File: config.mk
export PLATFORM = sky130hd
export DESIGN_NAME = muldiv_iterative
export DESIGN_NICKNAME = d
export VERILOG_FILES = /design/src/rtl/muldiv_iterative.sv
export SDC_FILE = /design/constraint.sdc
export NUM_CORES = 1
export LEC_CHECK = 0
export ABC_AREA = 0
export BUFFER_PORTS_ARGS = -buffer_cell sky130_fd_sc_hd__buf_2
export CAP_MARGIN = 20
export CORE_UTILIZATION = 35
export CTS_CLUSTER_SIZE = 30
export DETAILED_ROUTE_END_ITERATION = 16
export HOLD_SLACK_MARGIN = 0.06
export PLACE_DENSITY = 0.58
export REMOVE_ABC_BUFFERS = 1
export SETUP_SLACK_MARGIN = 0.05
export SLEW_MARGIN = 20
export SYNTH_ARGS = -nofsm -noshare
export SYNTH_HDL_FRONTEND = slang
export SYNTH_SLANG_ARGS = --single-unit
File: constraint.sdc
create_clock -name clk -period 7.74 [get_ports clk]
set_input_delay 0 -clock clk [delete_from_list [all_inputs] [get_ports clk]]
set_output_delay 0 -clock clk [all_outputs]
set_load 0.005 [all_outputs]
File: src/rtl/muldiv_iterative.sv
// muldiv_iterative
// Multi-cycle RV32M multiply/divide unit sitting between the register file
// read ports (RD1/RD2) and its write port (AD3/WE3/WD3). Operands are
// captured on a start pulse and the unit retires one bit per cycle
// (shift-add multiply, restoring shift-subtract divide), then issues a
// single-cycle write-back request.
//
// Ports:
//   clk      rising-edge clock
//   rst      asynchronous active-high reset
//   start    operation request, sampled only in IDLE
//   op       funct3: MUL, MULH, MULHSU, MULHU, DIV, DIVU, REM, REMU
//   rs1_val  operand A
//   rs2_val  operand B
//   rd_addr  destination register
//   busy     high from the cycle after start is accepted through DONE
//   wb_we    one-cycle write enable (never asserted for x0)
//   wb_addr  write-back register address
//   wb_data  write-back value; holds the last result until the next DONE
//
// Build option:
//   MULDIV_SIGNED_EN  when defined, MULH/MULHSU/DIV/REM use signed operands
//                     (magnitude iteration plus sign fix-up). When undefined
//                     they behave as their unsigned counterparts and no sign
//                     logic is built.
//
// state | meaning
// IDLE  | waiting for start
// RUN   | one iteration step per cycle, count down from DATA_WIDTH
// DONE  | write-back cycle, back to IDLE next

module muldiv_iterative #(
  parameter int ADDRESS_WIDTH = 5,
  parameter int DATA_WIDTH    = 32
) (
  input  logic                     clk,
  input  logic                     rst,
  input  logic                     start,
  input  logic [2:0]               op,
  input  logic [DATA_WIDTH-1:0]    rs1_val,
  input  logic [DATA_WIDTH-1:0]    rs2_val,
  input  logic [ADDRESS_WIDTH-1:0] rd_addr,
  output logic                     busy,
  output logic                     wb_we,
  output logic [ADDRESS_WIDTH-1:0] wb_addr,
  output logic [DATA_WIDTH-1:0]    wb_data
);

  localparam int W  = DATA_WIDTH;
  localparam int CW = $clog2(DATA_WIDTH + 1);

  localparam logic [1:0] S_IDLE = 2'd0;
  localparam logic [1:0] S_RUN  = 2'd1;
  localparam logic [1:0] S_DONE = 2'd2;

  logic [1:0]               state;
  logic [2:0]               op_q;
  logic [ADDRESS_WIDTH-1:0] rd_q;
  logic [W-1:0]             hi, lo, b_reg;
  logic [CW-1:0]            count;

  logic [W-1:0] a_mag, b_mag;
`ifdef MULDIV_SIGNED_EN
  logic sa, sb;
  logic neg_q, neg_r;   // negate product/quotient, negate remainder
`endif

  // Operand magnitudes; signed operands are folded to magnitude on entry.
  always_comb begin
`ifdef MULDIV_SIGNED_EN
    sa    = rs1_val[W-1] & (op == 3'b001 || op == 3'b010 || op == 3'b100 || op == 3'b110);
    sb    = rs2_val[W-1] & (op == 3'b001 || op == 3'b100 || op == 3'b110);
    a_mag = sa ? -rs1_val : rs1_val;
    b_mag = sb ? -rs2_val : rs2_val;
`else
    a_mag = rs1_val;
    b_mag = rs2_val;
`endif
  end

  // One iteration step. Multiply: {hi,lo} holds partial product with the
  // multiplier shifting out of lo. Divide: hi is the partial remainder,
  // lo shifts the dividend out and the quotient bits in.
  logic [W:0]   mul_sum, div_sh, div_diff;
  logic         div_ge;
  logic [W-1:0] step_hi, step_lo;

  always_comb begin
    mul_sum  = {1'b0, hi} + (lo[0] ? {1'b0, b_reg} : '0);
    div_sh   = {hi, lo[W-1]};
    div_diff = div_sh - {1'b0, b_reg};
    div_ge   = (div_sh >= {1'b0, b_reg});
    if (op_q[2]) begin
      step_hi = div_ge ? div_diff[W-1:0] : div_sh[W-1:0];
      step_lo = {lo[W-2:0], div_ge};
    end else begin
      step_hi = mul_sum[W:1];
      step_lo = {mul_sum[0], lo[W-1:1]};
    end
  end

  // Result of the final step, with sign fix-up when enabled.
  logic [2*W-1:0] prod;
  logic [W-1:0]   quo, rem, result;

  always_comb begin
    prod = {step_hi, step_lo};
    quo  = step_lo;
    rem  = step_hi;
`ifdef MULDIV_SIGNED_EN
    if (neg_q) begin
      prod = -prod;
      quo  = -quo;
    end
    if (neg_r) rem = -rem;
`endif
    case (op_q)
      3'b000:                 result = prod[W-1:0];
      3'b001, 3'b010, 3'b011: result = prod[2*W-1:W];
      3'b100, 3'b101:         result = quo;
      default:                result = rem;
    endcase
  end

  assign busy = (state != S_IDLE);

  always_ff @(posedge clk or posedge rst) begin
    if (rst) begin
      state   <= S_IDLE;
      op_q    <= '0;
      rd_q    <= '0;
      hi      <= '0;
      lo      <= '0;
      b_reg   <= '0;
      count   <= '0;
      wb_we   <= 1'b0;
      wb_addr <= '0;
      wb_data <= '0;
`ifdef MULDIV_SIGNED_EN
      neg_q   <= 1'b0;
      neg_r   <= 1'b0;
`endif
    end else begin
      wb_we <= 1'b0;
      case (state)
        S_IDLE: begin
          if (start) begin
            op_q  <= op;
            rd_q  <= rd_addr;
            hi    <= '0;
            lo    <= a_mag;
            b_reg <= b_mag;
`ifdef MULDIV_SIGNED_EN
            neg_q <= sa ^ sb;
            neg_r <= sa;
`endif
            if (op[2] && rs2_val == '0) begin
              // Divide by zero bypasses iteration: all ones / dividend.
              state   <= S_DONE;
              wb_we   <= (rd_addr != '0);
              wb_addr <= rd_addr;
              wb_data <= op[1] ? rs1_val : '1;
            end else begin
              state <= S_RUN;
              count <= CW'(DATA_WIDTH);
            end
          end
        end
        S_RUN: begin
          hi    <= step_hi;
          lo    <= step_lo;
          count <= count - 1'b1;
          if (count == CW'(1)) begin
            state   <= S_DONE;
            wb_we   <= (rd_q != '0);
            wb_addr <= rd_q;
            wb_data <= result;
          end
        end
        S_DONE:  state <= S_IDLE;
        default: state <= S_IDLE;
      endcase
    end
  end

endmodule
======== Word-level counts from Yosys, hierarchy flattened ========
Cells that the tools add are included.
operators by class
  add/subtract/negate cells ............... 3
  order comparisons ....................... 1
  equal/unequal tests ..................... 8
  muxes and demuxes ....................... 29
  reductions and logical operators ........ 14
operators by type and width
  operator                                                               number
  32-bit two-way mux                                                     11
  32-bit one-hot mux with 2 select lines                                 3
  32-bit by 32-bit adder with 33-bit output                              1
  33-bit by 32-bit greater-or-equal comparator with 1-bit output         1
  32-bit logical NOT                                                     1
  32-bit subtractor                                                      1
  5-bit two-way mux                                                      3
  6-bit two-way mux                                                      2
  6-bit one-hot mux with 2 select lines                                  1
  5-bit one-hot mux with 2 select lines                                  1
  5-bit nonzero test                                                     2
  2-bit inequality test, second input constant                           4
  3-bit equality test, second input constant                             2
  6-bit by 1-bit equality test with 1-bit output, second input constant  1
  2-bit two-way mux                                                      3
  2-bit AND reduction                                                    3
  6-bit by 1-bit subtractor with 6-bit output, second input constant     1
  2-bit one-hot mux with 2 select lines                                  1
  4-bit AND reduction                                                    1
  2-bit nonzero test                                                     2
  3-bit logical NOT                                                      1
  1-bit two-way mux                                                      3
  3-bit AND reduction                                                    1
  3-bit OR reduction                                                     1
  other kinds (4)                                                        4
word-level totals
  register bits after elaboration ......... 150
  input bits .............................. 75
  output and inout port bits .............. 39
  logic and storage cells ................. 65

======== Longest topological paths before layout ========
  depth in word-level cells ............... 6
  gate-level depth with buffers ........... 14
  mapped depth without buffers ............ 13

======== Least setup slack after synthesis ========
Ideal clock, no wire load.
  path kind ............................... reg-to-reg
  from .................................... reg lo[0]
  to ...................................... reg wb_data[23]
  library setup time ...................... 126 ps
  data arrival time ....................... 2848 ps
  required time ........................... 7614 ps
  path slack .............................. 4766 ps
  cell stages (with the launch flop) ...... 13
  path buffers ............................ 1
  clock period less this slack ............ 2974 ps
  cells stage by stage .................... dfrtp_1 > clkbuf_1 > nand2_1 > fa_1 > nand2b_1 > a211oi_1 > o21ai_0 > a211oi_1 > o21ai_0 > o21ai_0 > xnor2_1 > mux2i_1 > a221o_1
between the ends
  longest elaborated chain between the ends .. 6
ends and longest elaborated chain
  what                                       RTL line  source
  start: declaration                         59        logic [W-1:0] hi, lo, b_reg;
  start signal: assignment                   151       lo <= a_mag;
  start signal: assignment                   171       lo <= step_lo;
  32-bit two-way mux                         89        mul_sum = {1'b0, hi} + (lo[0] ? {1'b0, b_reg} : '0);
  32-bit by 32-bit adder with 33-bit output  89
  32-bit two-way mux                         93        if (op_q[2]) begin
  32-bit two-way mux                         117       case (op_q)
  32-bit two-way mux                         173       if (count == CW'(1)) begin
  32-bit one-hot mux with 2 select lines     145       case (state)
  end signal: assignment                     162       wb_data <= op[1] ? rs1_val : '1;
  end signal: assignment                     177       wb_data <= result;
  end: declaration                           46        output logic [DATA_WIDTH-1:0] wb_data
Every way passes these cells. The select of a mux whose other input is x is not followed.
A chain may end at the register's enable or synchronous reset.

======== Worst setup path after layout ========
  from .................................... reg lo[0]
  to ...................................... reg wb_data[29]
The elaborated chain is that of the path after synthesis.

==> flow_summary.ini <==
[detailed_routing]
num_vias = 11500
drtIter0Drc = 899
detail_route.wl_per_cell_um = 19.79
post-route-drc-count = 0
finalWirelength_um = 39650
route.antenna.remaining_nets = 0
dr.pass1.iters = 6
post_drt_via_cell_ratio = 5.736

[die]
coreArea_um2 = 32540
num_rows = 66
die_area_um2 = 33720
ios = 114
initial_core_util_pct = 35.49
floorplan.die.height_um = 183.6
fp.dieW_um = 183.6

[layout]
area_delta_synth_final_pct = 19.50
final_cells = 2004
nNetsFinal = 1693
layout.cell_area.non_filler_um2 = 13800
leading_cell_type_in_the_layout_fill_and_taps_excluded = sky130_fd_sc_hd__nand2_1
post-route-util_pct = 42.41
final_layout_size_suffix_gt1_share_pct = 12.93
final_cell_mix = 174 x sky130_fd_sc_hd__nand2_1, 153 x sky130_fd_sc_hd__o21ai_0, 149 x sky130_fd_sc_hd__dfrtp_1
n_antenna_cell = 0

[clocking]
insertion_delay_ns = 0.44
h-tree-depth = 4
cts.path.max_buffers = 2
clock_tree_from_tritoncts = built
cts_num_sinks = 150
clock_pin_slew_on_the_worst_setup_and_hold_paths_ns = 0.07
cts.root.buffer_cell = sky130_fd_sc_hd__clkbuf_16
cts_made_buffers = 17
cts-resized-gates = 0

[timing]
setup_repair_after_global_routing_missed_its_margin = false
timing.final.crit_share_pct = 55.58
finalSetupTns_ns = 0
final-hold-violation-count = 0
least_setup_slack_across_all_paths_after_layout_ns = 3.438
whs_ns = 0.2816
finalSetupViolations = 0
slew-limit-headroom_pct = 31.11
maxSlewViolCount = 0
max_clock_freq_mhz = 232.4
finalClockSkew_ns = 0.01204
layout_min_cycle_time_ns = 4.302
transition_time_at_the_pin_with_the_least_slew_margin_ns = 1.029

[global_routing]
global_route.overflow_total = 0
grt_util_all_layers_pct = 23.91
via_count_of_the_first_global_routing_pass = 11340
number_of_antenna_violations_at_the_first_check_in_global_routing = 1
grt_start_max_net_pins = 91
grt_pass1_wl_um = 62880

[logic_synthesis]
synth_area_per_cell_um2 = 8.120
synthTopCellsByArea = sky130_fd_sc_hd__dfrtp_1 33%, sky130_fd_sc_hd__ha_1 7.2%, sky130_fd_sc_hd__o21ai_0 6.6%
synth_sequential_area_ratio_pct = 32.51
yosys_register_bits = 150
netlist.area_leader.share_pct = 32.51
fraction_of_registers_with_async_set_reset_pct = 100.0
synth_flop_cell = sky130_fd_sc_hd__dfrtp_1
synth-edff-count = 0
yosys.area.top_type = sky130_fd_sc_hd__dfrtp_1
synth_cells = 1422
synthDistinctLibCells = 75
synth.cell_area_um2 = 11550
synth_warnings = 0

[power]
worst_ir_drop_vdd_mv = 0.2072
post-layout-total-power_mw = 7.570
power_per_cell_area_nw_per_um2 = 548.6
p_leak_nw = 6.026

[setup_path]
timing.critical_path.slowest_cell_delay_ns = 0.96
timing.critical_path.from_type = flop
setup.worst_path.class = reg -> reg
cp_num_buf_inv = 1
critPathArrivalTime_ns = 4.62
critPathSlowestCell = sky130_fd_sc_hd__dfrtp_1
path_max_fanout = 34
worst_path_most_repeated_cell = sky130_fd_sc_hd__o21ai_0
cp.required_ns = 8.06
timing.critical_path.max_delay_family = compound AO/OA/AOI/OAI gates
timing.critical_path.cells = and2_1 > ha_1 > inv_1 > fa_1 > nand2b_1 > a211oi_1 > o21ai_0 > a211oi_1 > o21ai_0 > o21ai_0 > xnor2_1 > nor2_1 > o31a_1
crit_path_end_kind = flop

[flow_run]
count_of_max_cap_constraint_violations = 0

[placed_design]
gp_routability_congestion = 0.9053
dp.final_hpwl_um = 28430
place_ws_ns = 3.560
placed_cells_incl_taps = 1900
placed_area_um2 = 12440
port_buffers = 113

[run_status]
status = complete, no violations

[worst_hold_path]
hold_path_class = in -> async
==> where the power goes <==
group	internal [mW]	switching [mW]
Sequential	1.18	0.443
Clock	0.557	0.358
Combinational	1.99	3.04
==> per-layer routing <==
layer | share of wire [%] | track usage (%) | up-vias
li1 | - | - | 5445
met3 | 4.6 | 3.308 | 73
met5 | 0.020 | 0 | -
met2 | 47 | 39.38 | 377
met4 | 3.0 | 8.433 | 2
met1 | 46 | 31.93 | 5598
==> Yosys cell counts (all sizes together), types with 23 or more instances <==
| master | number |
|---|---|
| nand2 | 176 |
| nor3 | 26 |
| dfrtp | 150 |
| o21ai | 157 |
| buf | 23 |
| nor2 | 80 |
| inv | 66 |
| ha | 66 |
| a21o | 39 |
| a21oi | 130 |
| mux2 | 23 |
| mux2i | 30 |
| xor2 | 26 |
| clkbuf | 67 |
| o22ai | 31 |
| and2 | 42 |
| xnor2 | 28 |
==> final timing paths <==
check | from | end | slack [ns] | cells past startpoint
min | rst | wb_we | 0.28 | 3
min in group clk | start | lo[7] | 0.32 | 3
max reg2reg | lo[0] | wb_data[29] | 3.44 | 13
max | lo[0] | wb_data[29] | 3.44 | 13
max in group asynchronous | rst | hi[7] | 6.05 | 4
min reg2reg | wb_addr[1] | wb_addr[1] | 0.48 | 2
==> kinds of logic after synthesis <==
logic type | after synthesis | share of synthesized area, %
AOI/OAI and AO/OA | 533 | 29.16
and+or+nand+nor | 407 | 16.37
buffers and inverters | 156 | 5.321
DFF | 150 | 32.51
adders and majority gates | 68 | 7.499
xor gates and xnor gates | 54 | 4.096
muxes | 54 | 5.039
==> worst register-to-register path: stages, from the launching register on <==
cell	delay (ns)
sky130_fd_sc_hd__dfrtp_1	0.96
sky130_fd_sc_hd__and2_1	0.24
sky130_fd_sc_hd__ha_1	0.19
sky130_fd_sc_hd__inv_1	0.07
sky130_fd_sc_hd__fa_1	0.38
sky130_fd_sc_hd__nand2b_1	0.22
sky130_fd_sc_hd__a211oi_1	0.28
sky130_fd_sc_hd__o21ai_0	0.23
sky130_fd_sc_hd__a211oi_1	0.47
sky130_fd_sc_hd__o21ai_0	0.26
sky130_fd_sc_hd__o21ai_0	0.34
sky130_fd_sc_hd__xnor2_1	0.19
sky130_fd_sc_hd__nor2_1	0.06
sky130_fd_sc_hd__o31a_1	0.30
==> cell type report <==
type                       instances  area, um^2
clock buffer                      20       456.7
fill                            3332       18740
multi-input combinational       1116        7211
clock inverter                    11       172.7
sequential                       150        3757
tap                              442       553.0
inverter                          66       252.7
timing repair buffer             199        1394
==> what timing repair did <==
action / CTS / global route
endpoints found under the setup margin: 0 / 0
setup buffers: 0 / 0
endpoints found under the hold margin: 193 / 0
hold buffers: 73 / 0
Note: power is estimated with default switching activity, not from simulation.
